[src/rtl/dmem_arbiter_if.sv]
// dmem_arbiter_if: CPU, DMA and memory-side signals of the data memory arbiter
// slave: arbiter view (takes requests, drives acks/rdata, memory strobes and mem_stall)
// master: environment view (requesters and memory model)
interface dmem_arbiter_if #(
  parameter int ADDR_WIDTH = 32,
  parameter int DATA_WIDTH = 32
);
  logic                  cpu_req, cpu_we, cpu_ack;
  logic [ADDR_WIDTH-1:0] cpu_addr;
  logic [DATA_WIDTH-1:0] cpu_wdata, cpu_rdata;
  logic                  dma_req, dma_we, dma_ack;
  logic [ADDR_WIDTH-1:0] dma_addr;
  logic [DATA_WIDTH-1:0] dma_wdata, dma_rdata;
  logic                  mem_read, mem_write, mem_stall;
  logic [ADDR_WIDTH-1:0] mem_addr;
  logic [DATA_WIDTH-1:0] mem_wdata, mem_rdata;
  modport slave (
    input  cpu_req, cpu_we, cpu_addr, cpu_wdata,
    output cpu_rdata, cpu_ack,
    input  dma_req, dma_we, dma_addr, dma_wdata,
    output dma_rdata, dma_ack,
    output mem_read, mem_write, mem_addr, mem_wdata, mem_stall,
    input  mem_rdata
  );
  modport master (
    output cpu_req, cpu_we, cpu_addr, cpu_wdata,
    input  cpu_rdata, cpu_ack,
    output dma_req, dma_we, dma_addr, dma_wdata,
    input  dma_rdata, dma_ack,
    input  mem_read, mem_write, mem_addr, mem_wdata, mem_stall,
    output mem_rdata
  );
endinterface

[src/rtl/dmem_arbiter.sv]
// dmem_arbiter: shares a single-port data memory between the CPU memory stage and a DMA master
// Ports: clk; reset (async, active high); bus (slave) with CPU/DMA request ports,
// registered memory strobes/address/data, and combinational mem_stall.
module dmem_arbiter #(
  parameter int ADDR_WIDTH   = 32,
  parameter int DATA_WIDTH   = 32,
  parameter int DMA_MAX_WAIT = 4
) (
  input logic           clk,
  input logic           reset,
  dmem_arbiter_if.slave bus
);
  localparam int WW = $clog2(DMA_MAX_WAIT + 1);
  localparam logic [WW-1:0] WMAX = WW'(DMA_MAX_WAIT);
  typedef enum logic [1:0] {IDLE, ISSUE, RESP, DONE} state_t;
  state_t state, state_d;
  logic owner, owner_d;
  logic rd, rd_d, wr, wr_d, cpu_ack, cpu_ack_d, dma_ack, dma_ack_d, dma_win;
  logic [ADDR_WIDTH-1:0] addr, addr_d;
  logic [DATA_WIDTH-1:0] wdata, wdata_d, cpu_rdata, cpu_rdata_d, dma_rdata, dma_rdata_d;
  logic [WW-1:0] wait_cnt, wait_d, wait_inc;
  // owner: 1 = DMA. A starved DMA takes priority once it has lost DMA_MAX_WAIT cycles.
  assign dma_win  = bus.dma_req & (~bus.cpu_req | (wait_cnt == WMAX));
  assign wait_inc = (wait_cnt == WMAX) ? wait_cnt : wait_cnt + WW'(1);
  always_comb begin
    state_d     = state;
    owner_d     = owner;
    rd_d        = 1'b0;
    wr_d        = 1'b0;
    addr_d      = addr;
    wdata_d     = wdata;
    cpu_rdata_d = cpu_rdata;
    dma_rdata_d = dma_rdata;
    cpu_ack_d   = 1'b0;
    dma_ack_d   = 1'b0;
    case (state)
      IDLE: if (bus.cpu_req | bus.dma_req) begin
        state_d = ISSUE;
        owner_d = dma_win;
        wr_d    = dma_win ? bus.dma_we : bus.cpu_we;
        rd_d    = ~wr_d;
        addr_d  = dma_win ? bus.dma_addr : bus.cpu_addr;
        wdata_d = dma_win ? bus.dma_wdata : bus.cpu_wdata;
      end
      ISSUE: begin
        state_d   = wr ? DONE : RESP;
        cpu_ack_d = wr & ~owner;
        dma_ack_d = wr & owner;
      end
      RESP: begin
        state_d     = DONE;
        cpu_rdata_d = owner ? cpu_rdata : bus.mem_rdata;
        dma_rdata_d = owner ? bus.mem_rdata : dma_rdata;
        cpu_ack_d   = ~owner;
        dma_ack_d   = owner;
      end
      DONE: state_d = IDLE;
    endcase
    // With dma_req high in IDLE a grant always happens: either the DMA wins or the CPU does.
    wait_d = !bus.dma_req ? '0 : (state == IDLE) ? (dma_win ? '0 : wait_inc) : owner ? wait_cnt : wait_inc;
  end
  always_ff @(posedge clk or posedge reset)
    if (reset) begin
      state     <= IDLE;
      owner     <= 1'b0;
      rd        <= 1'b0;
      wr        <= 1'b0;
      addr      <= '0;
      wdata     <= '0;
      cpu_rdata <= '0;
      dma_rdata <= '0;
      cpu_ack   <= 1'b0;
      dma_ack   <= 1'b0;
      wait_cnt  <= '0;
    end else begin
      state     <= state_d;
      owner     <= owner_d;
      rd        <= rd_d;
      wr        <= wr_d;
      addr      <= addr_d;
      wdata     <= wdata_d;
      cpu_rdata <= cpu_rdata_d;
      dma_rdata <= dma_rdata_d;
      cpu_ack   <= cpu_ack_d;
      dma_ack   <= dma_ack_d;
      wait_cnt  <= wait_d;
    end
  assign bus.mem_read  = rd;
  assign bus.mem_write = wr;
  assign bus.mem_addr  = addr;
  assign bus.mem_wdata = wdata;
  assign bus.cpu_rdata = cpu_rdata;
  assign bus.dma_rdata = dma_rdata;
  assign bus.cpu_ack   = cpu_ack;
  assign bus.dma_ack   = dma_ack;
  assign bus.mem_stall = bus.cpu_req & ~cpu_ack;
endmodule

[src/flat_wrapper.sv]
// flat-port wrapper written by rule: the top's interface ports become plain ports
module dmem_arbiter_flat 
#(
  parameter int ADDR_WIDTH   = 32,
  parameter int DATA_WIDTH   = 32,
  parameter int DMA_MAX_WAIT = 4
)
  (clk, reset, bus_cpu_req, bus_cpu_we, bus_cpu_addr, bus_cpu_wdata, bus_cpu_rdata, bus_cpu_ack, bus_dma_req, bus_dma_we, bus_dma_addr, bus_dma_wdata, bus_dma_rdata, bus_dma_ack, bus_mem_read, bus_mem_write, bus_mem_addr, bus_mem_wdata, bus_mem_stall, bus_mem_rdata);
  dmem_arbiter_if #(.ADDR_WIDTH(ADDR_WIDTH), .DATA_WIDTH(DATA_WIDTH)) bus_i ();
  input logic clk;
  input logic reset;
  input wire logic [$bits(bus_i.cpu_req)-1:0] bus_cpu_req;
  input wire logic [$bits(bus_i.cpu_we)-1:0] bus_cpu_we;
  input wire logic [$bits(bus_i.cpu_addr)-1:0] bus_cpu_addr;
  input wire logic [$bits(bus_i.cpu_wdata)-1:0] bus_cpu_wdata;
  output wire logic [$bits(bus_i.cpu_rdata)-1:0] bus_cpu_rdata;
  output wire logic [$bits(bus_i.cpu_ack)-1:0] bus_cpu_ack;
  input wire logic [$bits(bus_i.dma_req)-1:0] bus_dma_req;
  input wire logic [$bits(bus_i.dma_we)-1:0] bus_dma_we;
  input wire logic [$bits(bus_i.dma_addr)-1:0] bus_dma_addr;
  input wire logic [$bits(bus_i.dma_wdata)-1:0] bus_dma_wdata;
  output wire logic [$bits(bus_i.dma_rdata)-1:0] bus_dma_rdata;
  output wire logic [$bits(bus_i.dma_ack)-1:0] bus_dma_ack;
  output wire logic [$bits(bus_i.mem_read)-1:0] bus_mem_read;
  output wire logic [$bits(bus_i.mem_write)-1:0] bus_mem_write;
  output wire logic [$bits(bus_i.mem_addr)-1:0] bus_mem_addr;
  output wire logic [$bits(bus_i.mem_wdata)-1:0] bus_mem_wdata;
  output wire logic [$bits(bus_i.mem_stall)-1:0] bus_mem_stall;
  input wire logic [$bits(bus_i.mem_rdata)-1:0] bus_mem_rdata;
  assign bus_i.cpu_req = bus_cpu_req;
  assign bus_i.cpu_we = bus_cpu_we;
  assign bus_i.cpu_addr = bus_cpu_addr;
  assign bus_i.cpu_wdata = bus_cpu_wdata;
  assign bus_cpu_rdata = bus_i.cpu_rdata;
  assign bus_cpu_ack = bus_i.cpu_ack;
  assign bus_i.dma_req = bus_dma_req;
  assign bus_i.dma_we = bus_dma_we;
  assign bus_i.dma_addr = bus_dma_addr;
  assign bus_i.dma_wdata = bus_dma_wdata;
  assign bus_dma_rdata = bus_i.dma_rdata;
  assign bus_dma_ack = bus_i.dma_ack;
  assign bus_mem_read = bus_i.mem_read;
  assign bus_mem_write = bus_i.mem_write;
  assign bus_mem_addr = bus_i.mem_addr;
  assign bus_mem_wdata = bus_i.mem_wdata;
  assign bus_mem_stall = bus_i.mem_stall;
  assign bus_i.mem_rdata = bus_mem_rdata;
  dmem_arbiter #(.ADDR_WIDTH(ADDR_WIDTH), .DATA_WIDTH(DATA_WIDTH), .DMA_MAX_WAIT(DMA_MAX_WAIT)) u_core (.clk(clk), .reset(reset), .bus(bus_i));
endmodule
[config.mk]
export PLATFORM = sky130hd
export DESIGN_NAME = dmem_arbiter_flat
export DESIGN_NICKNAME = d
export VERILOG_FILES = /design/src/rtl/dmem_arbiter_if.sv /design/src/rtl/dmem_arbiter.sv /design/src/flat_wrapper.sv
export SDC_FILE = /design/constraint.sdc
export NUM_CORES = 1
export LEC_CHECK = 0
export BUFFER_PORTS_ARGS = -buffer_cell sky130_fd_sc_hd__buf_4
export CORE_ASPECT_RATIO = 1.75
export CORE_MARGIN = 4
export CORE_UTILIZATION = 30
export CTS_CLUSTER_SIZE = 8
export DETAILED_ROUTE_END_ITERATION = 8
export PLACE_DENSITY = 0.62
export SETUP_SLACK_MARGIN = 0.05
export SLEW_MARGIN = 20
export SYNTH_ARGS = -nofsm -noshare
export SYNTH_HDL_FRONTEND = slang
export SYNTH_SLANG_ARGS = --single-unit
[constraint.sdc]
create_clock -name clk -period 4.35 [get_ports clk]
set_clock_uncertainty 0.05 [all_clocks]
set_input_delay 0.2175 -clock clk [delete_from_list [all_inputs] [get_ports clk]]
set_output_delay 0.2175 -clock clk [all_outputs]
set_load 0.02 [all_outputs]
==> run_results.csv, run 1 <==
group,metric,value,unit
sta,clock.fmax,387,MHz
clock_network,cts_setup_buffers,0,
clock_network,cts.clk_slew.worst_paths,60,ps
critical_path,reg2reg_depth,7,
sta,finalSetupViolCount,0,
route,drt-pass1-iter-count,4,
critical_path,worstSetupPathType,"reg -> reg",
run_status,outcome,"finished, violations left",
critical_path,cpMostUsedCell,"buf_4",
critical_path,critPathSlowestCell,"buf_4",
critical_path,crit_path_max_fanout,71,
critical_path,required,4590,ps
place,port_buffers,298,
layout,regArea,3450,µm²
floorplanning,die_y,201,µm
layout,multi_input_area,2680,µm²
yosys,syn_avg_cell_area,11.6,µm²
clock_network,clock_path_buffers,2,
critical_path,critPathMaxStageDelay,670,ps
layout,drive_gt1_frac,0.536,
clock_network,cts.repair.resized,0,
route,wl_per_cell,18.8,µm
floorplanning,rows,70,
place,hpwl,14800,µm
yosys,synth_seq_area_share,0.539,
yosys,syn_nets,725,
place,pre_cts_ws,1750,ps
pwr,p_leak,4.61,nW
global_routing,grt_max_degree,104,
sta,setup_tns,0,ps
pwr,ir_drop,0.000311,V
clock_network,tritoncts,"done",
route,wl_met2,11600,µm
global_routing,grt_pass1_wl,32800,µm
route,via_per_inst,4.96,
floorplanning,chipWidth,119,µm
floorplanning,start_util,0.306,
hold_path,hold_path.class,"in -> async",
layout,final_common_cell,"buf_4",
clock_network,htree_levels,4,
yosys,ys_seq_elements,138,
route,drc,0,
critical_path,arrival,2820,ps
route,vias,5570,
sta,slew_headroom,0.349,
route,met1_length,7690,µm
critical_path,start_kind,"flip-flop",
yosys,synth_area,6410,µm²
critical_path,cp_cell_sequence,"inv_1, ha_2, buf_4, o21ai_4, buf_4, nand2_1, o211ai_2",
layout,layout_common_cells,"buf_4 (306), dfrtp_1 (138), nand2_1 (133)",
layout,fin_nets,1032,
yosys,synth_area_leader_cell,"dfrtp_1",
layout,diodes,0,
route,final_antenna_net_count,0,
clock_network,cts-root-buf,"clkbuf_16",
sta,whs,-17.0,ps
sta,fin_ws,1770,ps
global_routing,globalRouteTotalUtil,0.173,
yosys,ys_top_cells_by_area,"dfrtp_1 (54%), o211ai_2 (12%), mux2_2 (11%), nand2_1 (7.8%), nand4_1 (6.2%)",
floorplanning,num_io_pins,299,
run_status,violations,"hold timing",
global_routing,grt_overflow,0,
yosys,synthDistinctLibCells,30,
route,wl,21100,µm
sta,fin_crit,2580,ps
place,placed_cells_incl_taps,1062,
sta,slew_viol_final,0,
floorplanning,core-area,20900,µm²
yosys,synthCells,554,
sta,rsz0062_at_grt,"no",
clock_network,insertion_delay,400,ps
layout,nFillCells,1984,
clock_network,cts_sinks,138,
sta,period_share,0.594,
pwr,powerDensity,751,nW/µm²
route,met3_length,1260,µm
place,globalplace.congestion,0.800,
global_routing,grt_antenna_before_repair,1,
critical_path,end_kind,"flip-flop",
floorplanning,dieArea,23900,µm²
place,dpl-instance-area,8770,µm²
clock_network,cts_hold_buffers,31,
layout,fin_area,9620,µm²
sta,hold_viol,29,
route,highest_layer,"met5",
sta,tightestPinTransition,977,ps
layout,finalNonFillerCells,1122,
route,drt_iter0_markers,275,
yosys,yosysWarningCount,0,
global_routing,grt_pass1_vias,6049,
clock_network,numCtsBuffers,17,
flow_run,maxCapViolations,0,
layout,areaGrowthSynthToFinish,50.1,%
yosys,synth_top_area_share,0.539,
## layer usage
metal / vias up / global-route usage
li1: 2597 / -
met1: 2734 / 0.185
met2: 205 / 0.322
met3: 32 / 0.0427
met4: 2 / 0.0663
met5: - / 0
## synthesized netlist by cell type
library cell	n
o21a_1	1
o22ai_1	1
and2_4	1
a21o_1	2
o21ai_0	2
o211ai_2	60
buf_1	3
buf_2	16
xnor2_1	1
buf_4	3
nor2_1	3
nand3_1	4
nor2b_1	1
dfrtp_1	138
nand2b_1	1
nand4_1	64
o22a_1	1
ha_1	5
nand3b_1	1
o2111ai_1	1
o211ai_1	4
o32ai_1	2
a21oi_1	2
and3_1	2
buf_6	7
a21bo_2	2
mux2_2	65
inv_1	7
nand2_1	133
clkbuf_1	21
## layout make-up
cell class | count | area share
Clock buffer | 18 | 0.0446
Clock inverter | 10 | 0.00858
Inverter | 7 | 0.00325
Multi-Input combinational cell | 359 | 0.278
Sequential cell | 138 | 0.359
Tap cell | 252 | 0.0328
Timing Repair Buffer | 338 | 0.274
## flip-flops by register name (all words and copies together), names as in the netlist
signal,count
u_core.bus.mem_write,1
u_core.bus.mem_read,1
u_core.bus.cpu_ack,1
u_core.bus.mem_wdata,32
u_core.bus.cpu_rdata,32
u_core.owner,1
u_core.state,2
u_core.bus.dma_ack,1
u_core.bus.mem_addr,32
u_core.wait_cnt,3
u_core.bus.dma_rdata,32
## metrics by stage
stage	total power, mW	utilization
final	7.22	0.460
after global routing	7.65	0.460
after CTS	7.32	0.458
after detailed placement	5.98	0.419
after global placement	5.92	0.419
after floorplan	4.44	-
## logic make-up after synthesis
family / synth area share
AND/OR/NAND/NOR: 0.152
XOR/XNOR: 0.00137
adder cells (fa/ha/maj): 0.00976
AO/OA/AOI/OAI: 0.138
buffers and inverters: 0.0465
multiplexers: 0.114
flip-flops: 0.539
## critical path: cells and delay by family, from the launching register on
kind | cells | cell delay (ps)
AOI/OAI and AO/OA | 2 | 440
and+or+nand+nor | 1 | 170
buffers and inverters | 3 | 1180
DFF | 1 | 410
adders and majority gates | 1 | 180
## worst paths after layout
| kind | from | endpoint | slack (ps) |
|---|---|---|---|
| min reg2reg | u_core.bus.mem_addr[28]$_DFFE_PP0P_ | u_core.bus.mem_addr[28]$_DFFE_PP0P_ | 440 |
| max reg2reg | u_core.state[0]$_DFFE_PP0P_ | u_core.bus.mem_addr[4]$_DFFE_PP0P_ | 1770 |
| min in group clk | bus_mem_rdata[6] | u_core.bus.dma_rdata[6]$_DFFE_PP0N_ | 10 |
| max | u_core.state[0]$_DFFE_PP0P_ | u_core.bus.mem_addr[4]$_DFFE_PP0P_ | 1770 |
| max in group asynchronous | reset | u_core.bus.cpu_rdata[11]$_DFFE_PP0N_ | 3240 |
| min | reset | u_core.bus.cpu_rdata[30]$_DFFE_PP0N_ | -20 |
## power breakdown
group / switching (mW) / internal (mW) / total, mW
clock network: 0.518 / 0.766 / 1.28
logic: 2.03 / 1.62 / 3.65
registers: 0.362 / 1.93 / 2.29
total: 2.91 / 4.31 / 7.22
Note: power is estimated with default switching activity, not from simulation.
==> run 2, diff against run 1 <==
--- a/config.mk
+++ b/config.mk
@@ -11,7 +11,7 @@
 export CORE_UTILIZATION = 30
 export CTS_CLUSTER_SIZE = 8
 export DETAILED_ROUTE_END_ITERATION = 8
-export PLACE_DENSITY = 0.62
+export PLACE_DENSITY = 0.64
 export SETUP_SLACK_MARGIN = 0.05
 export SLEW_MARGIN = 20
 export SYNTH_ARGS = -nofsm -noshare
==> constraint.sdc (replaced) <==
create_clock -name clk -period 2.3 [get_ports clk]
set_clock_uncertainty 0.05 [all_clocks]
set_input_delay 0.115 -clock clk [delete_from_list [all_inputs] [get_ports clk]]
set_output_delay 0.115 -clock clk [all_outputs]
set_load 0.02 [all_outputs]
==> run_results.csv, run 2 (synthesis gave the netlist of run 1 again) <==
group,metric,value,unit
run_status,outcome,"finished clean",
critical_path,cp_cell_sequence,"inv_1, ha_1, a21bo_2, buf_4, nand3_1, and3_1",
place,dpl-instance-area,8860,µm²
clock_network,insertion_delay,420,ps
global_routing,grt_overflow,0,
global_routing,grt_pass1_vias,6853,
pwr,power,14.3,mW
sta,clock.fmax,485,MHz
pwr,ir_drop,0.000617,V
route,drc,0,
place,pre_cts_ws,109,ps
clock_network,cts-root-buf,"clkbuf_16",
critical_path,arrival,2320,ps
layout,diodes,0,
sta,hold_viol,0,
sta,period_share,0.897,
floorplanning,core-area,20900,µm²
clock_network,cts.clk_slew.worst_paths,60,ps
layout,drive_gt1_frac,0.467,
critical_path,start_kind,"flip-flop",
place,port_buffers,298,
route,wl,23600,µm
critical_path,end_kind,"flip-flop",
floorplanning,num_io_pins,299,
layout,layout_common_cells,"buf_4 (305), dlygate4sd3_1 (163), dfrtp_1 (138)",
critical_path,critPathMaxStageDelay,580,ps
critical_path,worstSetupPathType,"reg -> reg",
floorplanning,start_util,0.306,
floorplanning,dieArea,23900,µm²
sta,tightestPinTransition,808,ps
critical_path,reg2reg_depth,6,
layout,areaGrowthSynthToFinish,73.0,%
critical_path,r2r_slack,240,ps
sta,setup_tns,0,ps
layout,finalNonFillerCells,1261,
critical_path,crit-reg2reg-capture,"u_core.bus.mem_read$_DFF_PP0_",
sta,rsz0062_at_grt,"no",
critical_path,crit_end,"u_core.bus.mem_read$_DFF_PP0_",
sta,slew_headroom,0.461,
layout,final_common_cell,"buf_4",
place,placed_cells_incl_taps,1066,
sta,fin_crit,2060,ps
flow_run,maxCapViolations,0,
layout,nFillCells,1722,
sta,whs,26.5,ps
global_routing,grt_max_degree,139,
critical_path,timing.rr.start,"u_core.wait_cnt[0]$_DFFE_PP0P_",
critical_path,critPathSlowestCell,"buf_4",
layout,fin_area,11100,µm²
global_routing,globalRouteTotalUtil,0.197,
route,via_per_inst,4.98,
critical_path,required,2560,ps
layout,fin_nets,1168,
clock_network,tritoncts,"done",
route,vias,6274,
clock_network,cts_sinks,138,
global_routing,grt_antenna_before_repair,0,
layout,final_core_util,0.530,
clock_network,numCtsBuffers,17,
global_routing,grt_pass1_wl,37000,µm
route,wl_per_cell,18.7,µm
route,final_antenna_net_count,0,
pwr,p_leak,5.23,nW
floorplanning,rows,70,
sta,fin_ws,237,ps
clock_network,htree_levels,4,
place,globalplace.congestion,0.835,
place,hpwl,14600,µm
floorplanning,chipWidth,119,µm
route,drt_iter0_markers,364,
sta,finalSetupViolCount,0,
clock_network,clock_path_buffers,2,
route,drt-pass1-iter-count,6,
sta,slew_viol_final,0,
floorplanning,die_y,201,µm
critical_path,crit_path_max_fanout,68,
hold_path,hold_path.class,"in -> reg",
critical_path,crit_start,"u_core.wait_cnt[0]$_DFFE_PP0P_",
pwr,powerDensity,1290,nW/µm²
[run 2: layout make-up]
class,instances,area [µm²],area share
multi-input combinational,359,2680,0.241
sequential,138,3450,0.311
timing repair buffer,474,4050,0.365
inverter,7,30.0,0.00271
tap,252,315,0.0284
clock buffer,23,478,0.0431
clock inverter,8,93.8,0.00846
[run 2: critical path: cells and delay by family (launching register included)]
kind / cells / cell delay, ps
AO/OA/AOI/OAI: 1 / 150
adder cells (fa/ha/maj): 1 / 180
AND/OR/NAND/NOR: 2 / 410
buffers and inverters: 2 / 670
flip-flops: 1 / 400
[run 2: worst min path at each step]
stage / startpoint / to / slack [ps] / cells past startpoint
6_report: bus_dma_req / u_core.wait_cnt[2]$_DFFE_PP0P_ / 30 / 3
5_1_grt: bus_dma_req / u_core.wait_cnt[2]$_DFFE_PP0P_ / 10 / 3
4_1_cts: bus_dma_req / u_core.wait_cnt[2]$_DFFE_PP0P_ / 0.3 / 3
3_5_place_dp: bus_mem_rdata[16] / u_core.bus.cpu_rdata[16]$_DFFE_PP0N_ / 310 / 2
3_3_place_gp: bus_mem_rdata[8] / u_core.bus.cpu_rdata[8]$_DFFE_PP0N_ / 310 / 2
2_1_floorplan: bus_mem_rdata[30] / u_core.bus.cpu_rdata[30]$_DFFE_PP0N_ / 220 / 1
[run 2: power breakdown]
group | internal [mW] | total [mW] | switching [mW]
clock network | 1.67 | 2.70 | 1.03
registers | 3.65 | 4.32 | 0.666
logic | 3.32 | 7.31 | 3.99
total | 8.64 | 14.3 | 5.69
[run 2: per-layer routing]
| metal | vias to the layer above | global-route usage | share of wire |
|---|---|---|---|
| met5 | - | 0 | 0 |
| met3 | 70 | 0.0481 | 0.058 |
| met2 | 289 | 0.347 | 0.52 |
| met1 | 3041 | 0.215 | 0.37 |
| li1 | 2874 | - | - |
| met4 | 0 | 0.109 | 0.051 |
[run 2: what timing repair did]
action | CTS | global route
gates resized for setup | 0 | 0
buffers inserted | 0 | 0
hold endpoints to repair | 268 | 0
hold buffers | 163 | 0
